[config.mk]
export PLATFORM = sky130hd
export DESIGN_NAME = cursor_move_ctrl
export DESIGN_NICKNAME = d
export VERILOG_FILES = /design/src/rtl/reversi_pkg.sv /design/src/rtl/cursor_repeat_timer.sv /design/src/rtl/cursor_move_ctrl.sv
export SDC_FILE = /design/constraint.sdc
export NUM_CORES = 1
export LEC_CHECK = 0
export CORE_ASPECT_RATIO = 1.2
export CORE_MARGIN = 2
export CORE_UTILIZATION = 48
export DETAILED_ROUTE_END_ITERATION = 10
export PLACE_DENSITY = 0.73
export SLEW_MARGIN = 20
export SYNTH_ARGS = -nofsm -noshare
export SYNTH_HDL_FRONTEND = slang
export SYNTH_SLANG_ARGS = --single-unit
[constraint.sdc]
create_clock -name clk -period 7.5 [get_ports clk]
set_clock_uncertainty 0.15 [all_clocks]
set_input_delay 1.125 -clock clk [delete_from_list [all_inputs] [get_ports clk]]
set_output_delay 1.125 -clock clk [all_outputs]
set_load 0.1 [all_outputs]
[src/rtl/reversi_pkg.sv]
// Shared types and helpers for the reversi board-cursor logic.
package reversi_pkg;

  localparam int DEF_BOARD_W = 8;
  localparam int DEF_BOARD_H = 8;

  typedef enum logic [2:0] {DIR_NONE, DIR_RIGHT, DIR_LEFT, DIR_UP, DIR_DOWN} dir_t;
  typedef enum logic [1:0] {IDLE, DELAY, REPEAT, BLOCKED} cursor_state_t;

  function automatic int maxInt(input int a, input int b);
    return (a > b) ? a : b;
  endfunction

  // One axis per event: Right > Left > Up > Down.
  function automatic dir_t prioDecode(input logic right, input logic left,
                                      input logic up, input logic down);
    if (right)     return DIR_RIGHT;
    else if (left) return DIR_LEFT;
    else if (up)   return DIR_UP;
    else if (down) return DIR_DOWN;
    else           return DIR_NONE;
  endfunction

endpackage

[src/rtl/cursor_repeat_timer.sv]
// Press-edge / typematic repeat sequencer; raises stepReq in the cycle a step is due.
//   state   | meaning
//   IDLE    | no direction held
//   DELAY   | first step taken, waiting REPEAT_DELAY cycles
//   REPEAT  | auto-repeating every REPEAT_RATE cycles
//   BLOCKED | locked or just loaded; waits for buttons released and lock dropped
module cursor_repeat_timer
  import reversi_pkg::*;
#(
  parameter int REPEAT_DELAY = 16,
  parameter int REPEAT_RATE  = 4
) (
  input  logic       clk,
  input  logic       reset,
  input  logic [2:0] dirCode,
  input  logic       lockEn,
  input  logic       loadEn,
  output logic       stepReq
);

  localparam int CNT_MAX = maxInt(REPEAT_DELAY, REPEAT_RATE);
  localparam int CNT_W   = $clog2(CNT_MAX);
  localparam logic [CNT_W-1:0] DELAY_LAST = CNT_W'(REPEAT_DELAY - 1);
  localparam logic [CNT_W-1:0] RATE_LAST  = CNT_W'(REPEAT_RATE - 1);
  localparam logic [CNT_W-1:0] CNT_ONE    = CNT_W'(1);

  dir_t              dir;
  dir_t              lastDir;
  cursor_state_t     state;
  logic [CNT_W-1:0]  counter;

  assign dir = dir_t'(dirCode);

  always_comb begin
    stepReq = 1'b0;
    if (!loadEn && !lockEn && dir != DIR_NONE) begin
      case (state)
        IDLE:    stepReq = 1'b1;
        DELAY:   stepReq = (dir != lastDir) || (counter == DELAY_LAST);
        REPEAT:  stepReq = (dir != lastDir) || (counter == RATE_LAST);
        default: stepReq = 1'b0;
      endcase
    end
  end

  always_ff @(posedge clk) begin
    if (reset) begin
      state   <= IDLE;
      counter <= '0;
      lastDir <= DIR_NONE;
    end else if (loadEn) begin
      state   <= (dir != DIR_NONE) ? BLOCKED : IDLE;
      counter <= '0;
    end else if (lockEn) begin
      state   <= BLOCKED;
      counter <= '0;
    end else if (state == BLOCKED) begin
      if (dir == DIR_NONE) state <= IDLE;
    end else if (dir == DIR_NONE) begin
      state   <= IDLE;
      counter <= '0;
    end else if (stepReq) begin
      // Same direction reaching terminal count keeps repeating; anything else is a fresh press.
      state   <= (state != IDLE && dir == lastDir) ? REPEAT : DELAY;
      counter <= '0;
      lastDir <= dir;
    end else begin
      counter <= counter + CNT_ONE;
    end
  end

endmodule

[src/rtl/cursor_move_ctrl.sv]
// Board-cursor controller: coordinate registers, edge clamp/wrap and direct load,
// driven by the repeat timer's step requests.
module cursor_move_ctrl
  import reversi_pkg::*;
#(
  parameter int BOARD_W      = DEF_BOARD_W,
  parameter int BOARD_H      = DEF_BOARD_H,
  parameter int WRAP_EN      = 0,
  parameter int REPEAT_DELAY = 16,
  parameter int REPEAT_RATE  = 4,
  parameter int INIT_X       = 3,
  parameter int INIT_Y       = 3,
  localparam int CW          = $clog2(maxInt(BOARD_W, BOARD_H))
) (
  input  logic          clk,
  input  logic          reset,
  input  logic          moveRightEn,
  input  logic          moveLeftEn,
  input  logic          moveUpEn,
  input  logic          moveDownEn,
  input  logic          lockEn,
  input  logic          loadEn,
  input  logic [CW-1:0] loadX,
  input  logic [CW-1:0] loadY,
  output logic [CW-1:0] xCoord,
  output logic [CW-1:0] yCoord,
  output logic          moved
);

  localparam logic [CW-1:0] X_LAST = CW'(BOARD_W - 1);
  localparam logic [CW-1:0] Y_LAST = CW'(BOARD_H - 1);
  localparam logic [CW-1:0] ONE    = CW'(1);

  dir_t          dir;
  logic          stepReq;
  logic          stepValid;
  logic [CW-1:0] stepX;
  logic [CW-1:0] stepY;

  assign dir = prioDecode(moveRightEn, moveLeftEn, moveUpEn, moveDownEn);

  cursor_repeat_timer #(
    .REPEAT_DELAY(REPEAT_DELAY),
    .REPEAT_RATE (REPEAT_RATE)
  ) uTimer (
    .clk    (clk),
    .reset  (reset),
    .dirCode(dir),
    .lockEn (lockEn),
    .loadEn (loadEn),
    .stepReq(stepReq)
  );

  // stepValid drops when clamping suppresses a step at the board edge.
  always_comb begin
    stepX     = xCoord;
    stepY     = yCoord;
    stepValid = 1'b0;
    case (dir)
      DIR_RIGHT:
        if (xCoord != X_LAST) begin
          stepX = xCoord + ONE;  stepValid = 1'b1;
        end else if (WRAP_EN != 0) begin
          stepX = '0;            stepValid = 1'b1;
        end
      DIR_LEFT:
        if (xCoord != '0) begin
          stepX = xCoord - ONE;  stepValid = 1'b1;
        end else if (WRAP_EN != 0) begin
          stepX = X_LAST;        stepValid = 1'b1;
        end
      DIR_UP:
        if (yCoord != '0) begin
          stepY = yCoord - ONE;  stepValid = 1'b1;
        end else if (WRAP_EN != 0) begin
          stepY = Y_LAST;        stepValid = 1'b1;
        end
      DIR_DOWN:
        if (yCoord != Y_LAST) begin
          stepY = yCoord + ONE;  stepValid = 1'b1;
        end else if (WRAP_EN != 0) begin
          stepY = '0;            stepValid = 1'b1;
        end
      default: stepValid = 1'b0;
    endcase
  end

  always_ff @(posedge clk) begin
    if (reset) begin
      xCoord <= CW'(INIT_X);
      yCoord <= CW'(INIT_Y);
      moved  <= 1'b0;
    end else begin
      moved <= 1'b0;
      if (loadEn) begin
        xCoord <= (loadX > X_LAST) ? X_LAST : loadX;
        yCoord <= (loadY > Y_LAST) ? Y_LAST : loadY;
        moved  <= 1'b1;
      end else if (stepReq && stepValid) begin
        xCoord <= stepX;
        yCoord <= stepY;
        moved  <= 1'b1;
      end
    end
  end

endmodule

== After elaboration in Yosys (flattened, before gate mapping) ==
Cells that the tools add are included.

* Memories: 0
* Register bits after elaboration: 16
* Latch bits: 0
* Memory bits (read-only): 0
* Input bits: 14
* Memory bits (writable): 0

* Order comparisons: 2
* Eq/ne operators: 18
* Multipliers: 0
* Multiplexer cells: 35
* Bitwise gates (word level): 4
* Divide/modulo/power cells: 0
* Add/sub/neg operators: 5
* Shifts and indexed selects: 0
* Reductions and logical operators: 23

{| class="wikitable"
|+ Operators by type and width
! operator !! count
|-
| two-way mux 3 bit || 14
|-
| inequality test 3 bit (second input constant) || 6
|-
| two-way mux 2 bit || 8
|-
| nonzero test 3 bit || 5
|-
| one-hot mux 3 bit (2 select lines) || 2
|-
| two-way mux 4 bit || 2
|-
| AND reduction 4 bit || 2
|-
| two-way mux 1 bit || 7
|-
| adder 3 x 1 -> 3 bit (second input constant) || 2
|-
| == test 3 x 2 -> 1 bit (second input constant) || 2
|-
| > comparator 3 bit (second input constant) || 2
|-
| subtractor 3 x 1 -> 3 bit (second input constant) || 2
|-
| AND reduction 5 bit || 1
|-
| adder 4 x 1 -> 4 bit (second input constant) || 1
|-
| == test 2 bit (second input constant) || 2
|-
| == test 4 x 2 -> 1 bit (second input constant) || 1
|-
| == test 4 bit (second input constant) || 1
|-
| logical AND 1 bit || 4
|-
| inequality test 4 bit (second input constant) || 1
|-
| NOT 1 bit || 4
|-
| one-hot mux 1 bit (4 select lines) || 1
|-
| nonzero test 2 bit || 2
|-
| nonzero test 4 bit || 1
|-
| == test 3 x 1 -> 1 bit (second input constant) || 1
|-
| 11 further kinds || 13
|}

== Depth between registers and ports, before layout ==
Gate-level depths: netlist of run 1.

* Depth after elaboration: 13
* Mapped depth: 10
* Mapped depth without buffers: 9

== Cells and area by module ==
A second synthesis of run 1 with hierarchy kept.

* Cell total of the unflattened synthesis: 130
* Area total of the unflattened synthesis: 1122.3 um^2

{| class="wikitable"
|+ By module, submodules not included
! module !! cells each !! instances !! area an instance (um^2)
|-
| cursor_repeat_timer || 64 || 1 || 574.3
|-
| cursor_move_ctrl || 66 || 1 || 548.0
|}

== Worst setup path before layout of run 1 ==
Ideal clock, no wire load.

* Path type: input to register
* Start point: input moveLeftEn
* End point: register xCoord[0]
* Library setup time: 122 ps
* Buffers on the path: 1
* Setup slack: 4266 ps
* Required time: 7228 ps
* Arrival time: 2962 ps
* Stages on the path: 7
* Cells stage by stage: buf_2 nor4b_4 mux2i_1 a21oi_4 a211o_1 or4_1 o311a_1

* Cells in the longest elaborated chain, start to end: 9
* Elaborated cells between the ends (all ways): 23

{| class="wikitable"
|+ RTL lines
! what !! line !! text
|-
| start, declared || cursor_move_ctrl.sv:18 || <nowiki>input logic moveLeftEn,</nowiki>
|-
| two-way mux 3 bit * || reversi_pkg.sv:18 || <nowiki>else if (left) return DIR_LEFT;</nowiki>
|-
| two-way mux 3 bit * || reversi_pkg.sv:17 || <nowiki>if (right) return DIR_RIGHT;</nowiki>
|-
| inequality test 3 bit || cursor_repeat_timer.sv:39, cursor_repeat_timer.sv:40 ||
|-
| logical OR 1 bit (on tied branches) || cursor_repeat_timer.sv:40, cursor_repeat_timer.sv:39 ||
|-
| one-hot mux 1 bit (3 select lines) || cursor_repeat_timer.sv:37 || <nowiki>case (state)</nowiki>
|-
| two-way mux 1 bit || cursor_repeat_timer.sv:36 || <nowiki>if (!loadEn && !lockEn && dir != DIR_NONE) begin</nowiki>
|-
| logical AND 1 bit || cursor_move_ctrl.sv:99 || <nowiki>end else if (stepReq && stepValid) begin</nowiki>
|-
| nonzero test 2 bit (no line) || n/a ||
|-
| AND reduction 4 bit (no line) || n/a ||
|-
| end signal, assigned || cursor_move_ctrl.sv:90 || <nowiki>xCoord <= CW'(INIT_X);</nowiki>
|-
| end signal, assigned || cursor_move_ctrl.sv:96 || <nowiki>xCoord <= (loadX > X_LAST) ? X_LAST : loadX;</nowiki>
|-
| end signal, assigned || cursor_move_ctrl.sv:100 || <nowiki>xCoord <= stepX;</nowiki>
|-
| end, declared || cursor_move_ctrl.sv:25 || <nowiki>output logic [CW-1:0] xCoord,</nowiki>
|}

Mark *: on every way between the ends. The rest lies on a longest branch, timed or not. The select of a mux whose other input is x is not followed.
A chain may end at the register's enable or synchronous reset.

== Worst setup path after layout of run 1 ==
* Start point: input moveLeftEn
* End point: register yCoord[0]

* Cells in the longest elaborated chain, start to end: 9
* Elaborated cells between the ends (all ways): 23

{| class="wikitable"
|+ RTL lines
! what !! line !! text
|-
| two-way mux 3 bit * || reversi_pkg.sv:18 ||
|-
| two-way mux 3 bit * || reversi_pkg.sv:17 ||
|-
| inequality test 3 bit || cursor_repeat_timer.sv:39, cursor_repeat_timer.sv:40 ||
|-
| logical OR 1 bit (on tied branches) || cursor_repeat_timer.sv:40, cursor_repeat_timer.sv:39 ||
|-
| one-hot mux 1 bit (3 select lines) || cursor_repeat_timer.sv:37 ||
|-
| two-way mux 1 bit || cursor_repeat_timer.sv:36 ||
|-
| logical AND 1 bit || cursor_move_ctrl.sv:99 ||
|-
| nonzero test 2 bit (no line) || n/a ||
|-
| AND reduction 4 bit (no line) || n/a ||
|-
| end signal, assigned || cursor_move_ctrl.sv:91 || <nowiki>yCoord <= CW'(INIT_Y);</nowiki>
|-
| end signal, assigned || cursor_move_ctrl.sv:97 || <nowiki>yCoord <= (loadY > Y_LAST) ? Y_LAST : loadY;</nowiki>
|-
| end signal, assigned || cursor_move_ctrl.sv:101 || <nowiki>yCoord <= stepY;</nowiki>
|-
| end, declared || cursor_move_ctrl.sv:26 || <nowiki>output logic [CW-1:0] yCoord,</nowiki>
|}

Marked as above.

==> results of run 1 <==
-- cell type report --
class	count	area, um^2	area share [%]
Clock buffer	4	36.3	2.58
Inverter	10	37.5	2.67
Multi-Input combinational cell	104	771	54.9
Sequential cell	16	320	22.8
Tap cell	31	38.8	2.76
Timing Repair Buffer	20	200	14.3
-- power by group --
part	switching, mW	leakage, nW	internal (mW)
logic	0.0535	0.371	0.0312
clock network	0.0299	0.0210	0.0296
registers	0.00695	0.131	0.0908
total	0.0904	0.524	0.152
-- flip-flops by register name, summed over array words and instances, names as in the netlist --
name,flops
uTimer.lastDir,3
uTimer.counter,4
yCoord,3
moved,1
uTimer.state,2
xCoord,3
-- per-layer routing --
layer | global-route usage (%) | vias up
li1 | - | 537
met1 | 23.0 | 516
met2 | 37.6 | 26
met3 | 2.32 | 5
met4 | 9.80 | 0
met5 | 0 | -
-- final timing paths --
kind	cells past startpoint	to	startpoint	slack (ns)
worst max register to register	6	yCoord[0]	uTimer.lastDir[1]	5.16
worst min-delay path	2	uTimer.counter[1]	uTimer.counter[1]	0.34
worst min register to register	2	uTimer.counter[1]	uTimer.counter[1]	0.34
worst max-delay path	7	yCoord[0]	moveLeftEn	3.93
-- metrics by stage --
stage	power, mW	hold slack, ns	std cells
finish	0.242	0.342	185
global route	0.253	0.363	185
CTS	0.241	0.344	185
detailed placement	0.184	0.332	181
global placement	0.183	0.325	181
floorplan	0.161	0.307	136
-- synth_stat cells (all sizes together) (4+ instances only) --
| library cell | n |
|---|---|
| nor2 | 12 |
| o21ai | 7 |
| mux2i | 6 |
| inv | 10 |
| ha | 5 |
| nand4 | 4 |
| a211oi | 5 |
| nand2 | 9 |
| dfxtp | 16 |
| a21oi | 9 |
-- kinds of logic after synthesis --
family,Yosys count
buffers and inverters,16
XOR/XNOR,5
multiplexers,6
AND/OR/NAND/NOR,46
adder cells (fa/ha/maj),7
flip-flops,16
AO/OA/AOI/OAI,40
-- worst max-delay path, stage by stage --
cell             delay (ns)
clkdlybuf4s50_1        0.57
nor4b_4                0.52
mux2i_1                0.38
a21oi_4                0.09
a211oi_1               0.63
or4_1                  0.21
o311a_1                0.15
==> results.py, run 1 <==
metrics = {
    "clocking": {
        "htree_levels": 1,
        "cts_buffer_depth": 2,
        "cts_tree": "yes",
        "clkLatencyLatePin_ns": 0.30,
        "root_buffer": "clkbuf_4",
        "path_clk_slew_ns": 0.10,
        "cts_sinks": 16,
        "cts_made_buffers": 3,
        "cts_resized": 0,
        "cts_hold_buf": 0,
        "post_cts_buffers": 0,
    },
    "logic_synthesis": {
        "synth_fa_ha_area_share_pct": 8.89,
        "synth_top_area_share_pct": 27.8,
        "syn_area_per_cell_um2": 8.48,
        "synth_xor_area_share_pct": 3.80,
        "synth_area_leaders": "dfxtp_1, ha_1, mux2i_1, nor2_1, fa_1",
        "synth_nets": 157,
        "synth_warnings": 0,
        "synth_top_family_by_area": "compound AO/OA/AOI/OAI gates",
        "synthMuxAreaShare_pct": 5.21,
        "syn_inst": 136,
        "synth_compound_area_share_pct": 25.5,
        "ys_seq_elements": 16,
        "yosysSeqAreaShare_pct": 27.8,
        "postSynth.topFlopCell": "dfxtp_1",
        "synthesis.area_um2": 1150,
        "synth_area_leader_cell": "dfxtp_1",
        "yosysUniqueCellTypes": 44,
        "ys_async_sr_fraction_pct": 0,
        "synth-edff-count": 0,
        "synthSimpleGateAreaFrac_pct": 23.4,
    },
    "layout": {
        "final_common_cell": "clkdlybuf4s50_1",
        "syn_to_final_growth_pct": 21.7,
        "final_cell_area_um2": 1400,
        "final_util_pct": 61.5,
        "nFillCells": 217,
        "diodes": 0,
        "drive_above_1_share_pct": 5.84,
        "layout_common_cells": "clkdlybuf4s50_1, dfxtp_1, nor2_1",
        "nets": 176,
    },
    "sta": {
        "maxSlewViolCount": 0,
        "fin_crit_ns": 3.57,
        "hold_viol_final": 0,
        "rsz0062_at_grt": "no",
        "tns_ns": 0,
        "max_slew_margin_pct": 34.9,
        "fmax_ghz": 0.280,
        "setup_viol": 0,
        "fin_crit_sh_pct": 47.6,
        "setup_slack_ns": 3.93,
        "tightestPinTransition_ns": 0.974,
    },
    "setup_path": {
        "path_max_fanout": 8,
        "crit_type": "input pin to flip-flop",
        "cp.arrival_ns": 3.67,
        "end_kind": "flip-flop",
        "critPathRequiredTime_ns": 7.60,
        "worst_setup_path_start_kind": "input pin",
    },
    "global_route": {
        "antenna_found_initial": 0,
        "grt_overflow": 0,
        "grt_max_degree": 16,
        "grt_first_pass_wirelength_mm": 4.40,
        "grt_usage_pct": 20.2,
        "first_global_vias": 1024,
    },
    "drt": {
        "wire_per_inst_um": 14.1,
        "route.detailed.drc": 0,
        "topRoutingLayerUsed": "met4",
        "drtIter0Drc": 27,
        "num_vias": 1084,
        "met3WireLength_um": 95,
        "ant_nets": 0,
        "dr.pass1.iters": 4,
        "via_per_inst": 5.86,
        "met2_length_mm": 1.34,
        "wl_met1_mm": 1.13,
        "drt_wl_total_mm": 2.61,
    },
    "pwr": {
        "ir_worst_vdd_mv": 0.118,
        "p_per_area_nw_per_um2": 172,
        "p_leak_nw": 0.524,
    },
    "job": {
        "maxCapViolCount": 0,
    },
    "floorplan": {
        "fp.dieW_um": 48.8,
        "dieArea_um2": 2810,
        "rows": 19,
        "ioPinCount": 21,
        "die_h_um": 57.7,
        "core_area_um2": 2280,
        "initial_utilization_pct": 50.5,
    },
    "place": {
        "place.gp.congestion": 0.743,
        "portBuffers": 20,
        "placed_area_um2": 1370,
        "dp_hpwl_mm": 1.99,
        "dp_slack_ns": 3.63,
    },
    "worst_hold_path": {
        "hold_path.class": "flip-flop to flip-flop",
    },
    "status": {
        "outcome": "finished clean",
    },
}
No activity file was read; power rests on OpenSTA's default activity.
==> run 2, diff against run 1 <==
--- a/config.mk
+++ b/config.mk
@@ -7,7 +7,7 @@
 export LEC_CHECK = 0
 export CORE_ASPECT_RATIO = 1.2
 export CORE_MARGIN = 2
-export CORE_UTILIZATION = 48
+export CORE_UTILIZATION = 46
 export DETAILED_ROUTE_END_ITERATION = 10
 export PLACE_DENSITY = 0.73
 export SLEW_MARGIN = 20
==> constraint.sdc (replaced) <==
create_clock -name clk -period 3.2 [get_ports clk]
set_clock_uncertainty 0.15 [all_clocks]
set_input_delay 0.48 -clock clk [delete_from_list [all_inputs] [get_ports clk]]
set_output_delay 0.48 -clock clk [all_outputs]
set_load 0.1 [all_outputs]
==> results.py, run 2 (same netlist as run 1, synthesis figures left out) <==
metrics = {
    "drt": {
        "wire_per_inst_um": 13.8,
        "route.detailed.drc": 0,
        "drt_wl_total_mm": 2.65,
        "num_vias": 1080,
        "ant_nets": 0,
        "dr.pass1.iters": 4,
        "via_per_inst": 5.63,
        "drtIter0Drc": 19,
    },
    "sta": {
        "maxSlewViolCount": 0,
        "hold_viol_final": 0,
        "rsz0062_at_grt": "no",
        "fin_crit_ns": 2.71,
        "max_slew_margin_pct": 65.6,
        "tightestPinTransition_ns": 0.515,
        "setup_viol": 0,
        "tns_ns": 0,
        "fmax_ghz": 0.369,
        "hold_ws_ns": 0.352,
        "fin_crit_sh_pct": 84.7,
    },
    "place": {
        "dp_hpwl_mm": 2.07,
        "portBuffers": 20,
        "place.gp.congestion": 0.783,
    },
    "layout": {
        "nFillCells": 229,
        "layout_common_cells": "dfxtp_1, buf_4, clkdlybuf4s50_1",
        "diodes": 0,
        "nets": 183,
        "largest_reg_flops": 4,
        "final_common_cell": "dfxtp_1",
        "syn_to_final_growth_pct": 24.7,
        "drive_above_1_share_pct": 14.3,
        "regMostFlops": "uTimer.counter",
    },
    "setup_path": {
        "cp.arrival_ns": 2.74,
        "worst-r2r-setup-slack_ns": 0.94,
        "reg2regPathDepth": 7,
        "critPathRequiredTime_ns": 3.23,
        "end_kind": "flip-flop",
        "worst_setup_path_start_kind": "input pin",
        "crit_type": "input pin to flip-flop",
        "crit_start": "moveLeftEn",
        "rr_endpoint": "xCoord[1]",
        "path_max_fanout": 8,
        "r2r_start": "uTimer.lastDir[1]",
    },
    "floorplan": {
        "die_h_um": 58.9,
        "fp.dieW_um": 49.7,
        "rows": 19,
        "ioPinCount": 21,
        "dieArea_um2": 2930,
        "core_area_um2": 2330,
        "initial_utilization_pct": 49.5,
    },
    "clocking": {
        "cts_resized": 0,
        "clkLatencyLatePin_ns": 0.29,
        "cts_made_buffers": 3,
        "post_cts_buffers": 0,
        "root_buffer": "clkbuf_4",
        "cts_tree": "yes",
        "cts_sinks": 16,
        "cts_hold_buf": 0,
        "path_clk_slew_ns": 0.10,
        "htree_levels": 1,
        "cts_buffer_depth": 2,
    },
    "pwr": {
        "seqPwrFrac_pct": 40.5,
        "p_sw_mw": 0.210,
        "pwr-share-clk_pct": 24.0,
        "p_per_area_nw_per_um2": 395,
        "switching_share_pct": 37.0,
        "p_int_mw": 0.358,
        "combPwrFrac_pct": 35.5,
        "ir_worst_vdd_mv": 0.301,
        "p_leak_nw": 0.564,
    },
    "worst_hold_path": {
        "hold_path.class": "flip-flop to flip-flop",
        "min_from": "uTimer.counter[1]",
        "hold_depth": 2,
        "min_to": "uTimer.counter[1]",
    },
    "global_route": {
        "first_global_vias": 980,
        "grt_usage_pct": 19.2,
        "grt_first_pass_wirelength_mm": 4.42,
        "grt_overflow": 0,
        "grt_max_degree": 16,
        "antenna_found_initial": 0,
    },
    "status": {
        "outcome": "finished clean",
    },
    "job": {
        "maxCapViolCount": 0,
    },
}
-- run 2: cell types whose count changed in the layout (fill, tap and decap cells not counted) --
| cell | previous run | this run |
|---|---|---|
| buf_4 | 0 | 14 |
| clkdlybuf4s50_1 | 20 | 13 |
-- run 2: worst max-delay path by stage --
stage	cells past startpoint	endpoint	slack (ns)
after global placement	7	yCoord[0]	0.25
after CTS	11	yCoord[2]	0.49
final	8	xCoord[1]	0.49
after detailed placement	11	yCoord[2]	0.20
after global routing	11	yCoord[2]	0.30
after floorplan	7	xCoord[0]	0.61
-- run 2: power groups by stage --
stage               sequential [mW]  clock, mW  combinational, mW
floorplan                     0.285          0             0.0930
global placement              0.233          0              0.197
detailed placement            0.235          0              0.201
CTS                           0.230      0.140              0.202
global route                  0.232      0.150              0.218
finish                        0.230      0.136              0.202
-- run 2: critical path, cell delays in order --
cell,delay [ns]
clkdlybuf4s50_1,0.57
or3_1,0.42
a211o_1,0.34
a21oi_4,0.21
a211o_1,0.19
buf_4,0.14
a21oi_1,0.06
a311o_1,0.33
-- run 2: through the flow --
stage               worst slack [ns]  std cells  area [um^2]  total power, mW  util, %
global route                   0.296        192         1440            0.600     61.8
detailed placement             0.197        188         1400            0.436     60.2
floorplan                      0.611        136         1150            0.378        -
CTS                            0.494        192         1440            0.572     61.8
finish                         0.489        192         1440            0.568     61.8
global placement               0.247        188         1400            0.430     60.2
-- run 2: cell type report --
type | instances | area [um^2] | area share [%]
well taps | 31 | 38.8 | 2.70
inverters | 10 | 37.5 | 2.61
flip-flops and latches | 16 | 320 | 22.3
repair buffers | 27 | 235 | 16.3
multi-input cells | 104 | 771 | 53.6
clock buffers | 4 | 36.3 | 2.52
-- run 2: metal layers --
layer / vias to the layer above / wire [um] / track usage, %
li1: 552 / - / -
met2: 30 / 1250 / 32.0
met1: 494 / 1250 / 25.0
met5: - / 0 / 0
met4: 0 / 25 / 7.54
met3: 4 / 129 / 3.05
==> run 3, diff against run 2 <==
--- a/config.mk
+++ b/config.mk
@@ -7,7 +7,7 @@
 export LEC_CHECK = 0
 export CORE_ASPECT_RATIO = 1.2
 export CORE_MARGIN = 2
-export CORE_UTILIZATION = 46
+export CORE_UTILIZATION = 48
 export DETAILED_ROUTE_END_ITERATION = 10
 export PLACE_DENSITY = 0.73
 export SLEW_MARGIN = 20
==> constraint.sdc (replaced) <==
create_clock -name clk -period 2.8 [get_ports clk]
set_clock_uncertainty 0.15 [all_clocks]
set_input_delay 0.42 -clock clk [delete_from_list [all_inputs] [get_ports clk]]
set_output_delay 0.42 -clock clk [all_outputs]
set_load 0.1 [all_outputs]
==> results.py, run 3 (same netlist as run 1, synthesis figures left out) <==
metrics = {
    "layout": {
        "drive_above_1_share_pct": 19.9,
        "regMostFlops": "uTimer.counter",
        "syn_to_final_growth_pct": 31.8,
        "diodes": 0,
        "largest_reg_flops": 4,
        "layout_common_cells": "buf_4, dfxtp_1, clkdlybuf4s50_1",
        "final_common_cell": "buf_4",
        "nets": 193,
    },
    "drt": {
        "ant_nets": 0,
        "drt_wl_total_mm": 2.73,
        "wire_per_inst_um": 13.5,
        "dr.pass1.iters": 4,
        "route.detailed.drc": 0,
        "num_vias": 1158,
        "via_per_inst": 5.73,
        "drtIter0Drc": 16,
    },
    "sta": {
        "rsz0062_at_grt": "no",
        "fin_crit_ns": 2.60,
        "tightestPinTransition_ns": 0.544,
        "hold_ws_ns": 0.347,
        "fin_crit_sh_pct": 93.0,
        "maxSlewViolCount": 0,
        "max_slew_margin_pct": 63.6,
        "hold_viol_final": 0,
        "setup_slack_ns": 0.196,
        "fmax_ghz": 0.384,
        "setup_viol": 0,
    },
    "setup_path": {
        "path_max_fanout": 6,
        "reg2regPathDepth": 6,
        "cp.arrival_ns": 2.70,
        "max_stage_delay_ns": 0.54,
        "critPathRequiredTime_ns": 2.89,
        "end_kind": "flip-flop",
        "slowest_stage": "clkdlybuf4s50_1",
        "critical_path.cell_chain": "clkdlybuf4s50_1 -> buf_4 -> buf_4 -> nand2b_1 -> fa_1 -> xnor2_1 -> xnor2_1 -> mux2i_1 -> a211oi_1 -> a41o_1",
        "worst_setup_path_start_kind": "input pin",
        "critical_path_depth": 10,
        "critical-path-top-delay-family": "buffers and inverters",
        "crit_type": "input pin to flip-flop",
        "crit_buf_inv": 3,
    },
    "clocking": {
        "cts_made_buffers": 3,
        "cts_tree": "yes",
        "root_buffer": "clkbuf_4",
        "cts_sinks": 16,
        "htree_levels": 1,
        "clkLatencyLatePin_ns": 0.29,
        "cts_buffer_depth": 2,
        "path_clk_slew_ns": 0.09,
    },
    "pwr": {
        "p_leak_nw": 0.615,
        "ir_worst_vdd_mv": 0.326,
        "p_per_area_nw_per_um2": 436,
    },
    "global_route": {
        "grt_max_degree": 16,
        "first_global_vias": 1131,
        "grt_first_pass_wirelength_mm": 4.80,
        "grt_usage_pct": 22.0,
        "grt_overflow": 0,
        "antenna_found_initial": 0,
    },
    "floorplan": {
        "ioPinCount": 21,
        "fp.dieW_um": 48.8,
        "die_h_um": 57.7,
        "dieArea_um2": 2810,
        "rows": 19,
        "core_area_um2": 2280,
        "initial_utilization_pct": 50.5,
    },
    "job": {
        "maxCapViolCount": 0,
    },
    "place": {
        "dp_hpwl_mm": 2.19,
        "place.gp.congestion": 0.721,
        "portBuffers": 20,
        "dp_slack_ns": -0.127,
    },
    "worst_hold_path": {
        "hold_path.class": "flip-flop to flip-flop",
        "hold_depth": 2,
    },
    "status": {
        "outcome": "finished clean",
    },
}
run 3: changes by cell type in the layout (fill, tap and decap cells not counted):
cell | before | now
buf_4 | 14 | 24
a2111oi_0 | 1 | 0
a2111oi_1 | 0 | 1
nor3b_1 | 2 | 1
nor3b_2 | 0 | 1
run 3: area by class of cell:
cell class | count | area (um^2)
clock buffers | 4 | 36.3
fillers | 212 | 762
inverters | 10 | 37.5
multi-input cells | 104 | 777
flip-flops and latches | 16 | 320
well taps | 31 | 38.8
repair buffers | 37 | 310
run 3: path summary, 6_finish.rpt:
| path | startpoint | endpoint | slack [ns] |
|---|---|---|---|
| max | moveRightEn | xCoord[2] | 0.20 |
| max reg2reg | uTimer.lastDir[1] | uTimer.state[1] | 0.59 |
| min reg2reg | uTimer.counter[1] | uTimer.counter[1] | 0.35 |
| min | uTimer.counter[1] | uTimer.counter[1] | 0.35 |
run 3: metrics by stage:
stage                     instances  util [%]  cell area, um^2  TNS [ns]  power, mW
after floorplan                 136         -             1150         0      0.433
after global routing            202      66.6             1520         0      0.706
after CTS                       202      66.3             1510         0      0.670
final                           202      66.6             1520         0      0.663
after global placement          198      64.7             1480    -0.380      0.507
after detailed placement        198      64.7             1480    -0.635      0.514
run 3: what timing repair did:
action / 4_1_cts / 5_1_grt
endpoints found under the setup margin: 0 / 2
resized for setup: 0 / 2
hold buffers: 0 / 0
setup buffers: 0 / 0
run 3: report_power, final:
group	internal (mW)	switching (mW)	total, mW
Sequential	0.243	0.0190	0.262
Combinational	0.0995	0.147	0.247
Clock	0.0793	0.0752	0.155
Total	0.422	0.242	0.663
run 3: tightest hold or removal path: stages (launching register included):
cell and delay, ns:
dfxtp_1 0.34, nand2_1 0.07, a21oi_1 0.05
run 3: layer usage:
metal,track usage (%),part of all wire (%),vias to the layer above
li1,-,-,569
met1,23.4,43,553
met5,0,0,-
met3,2.84,3.5,6
met2,41.9,52,30
met4,12.2,1.9,0
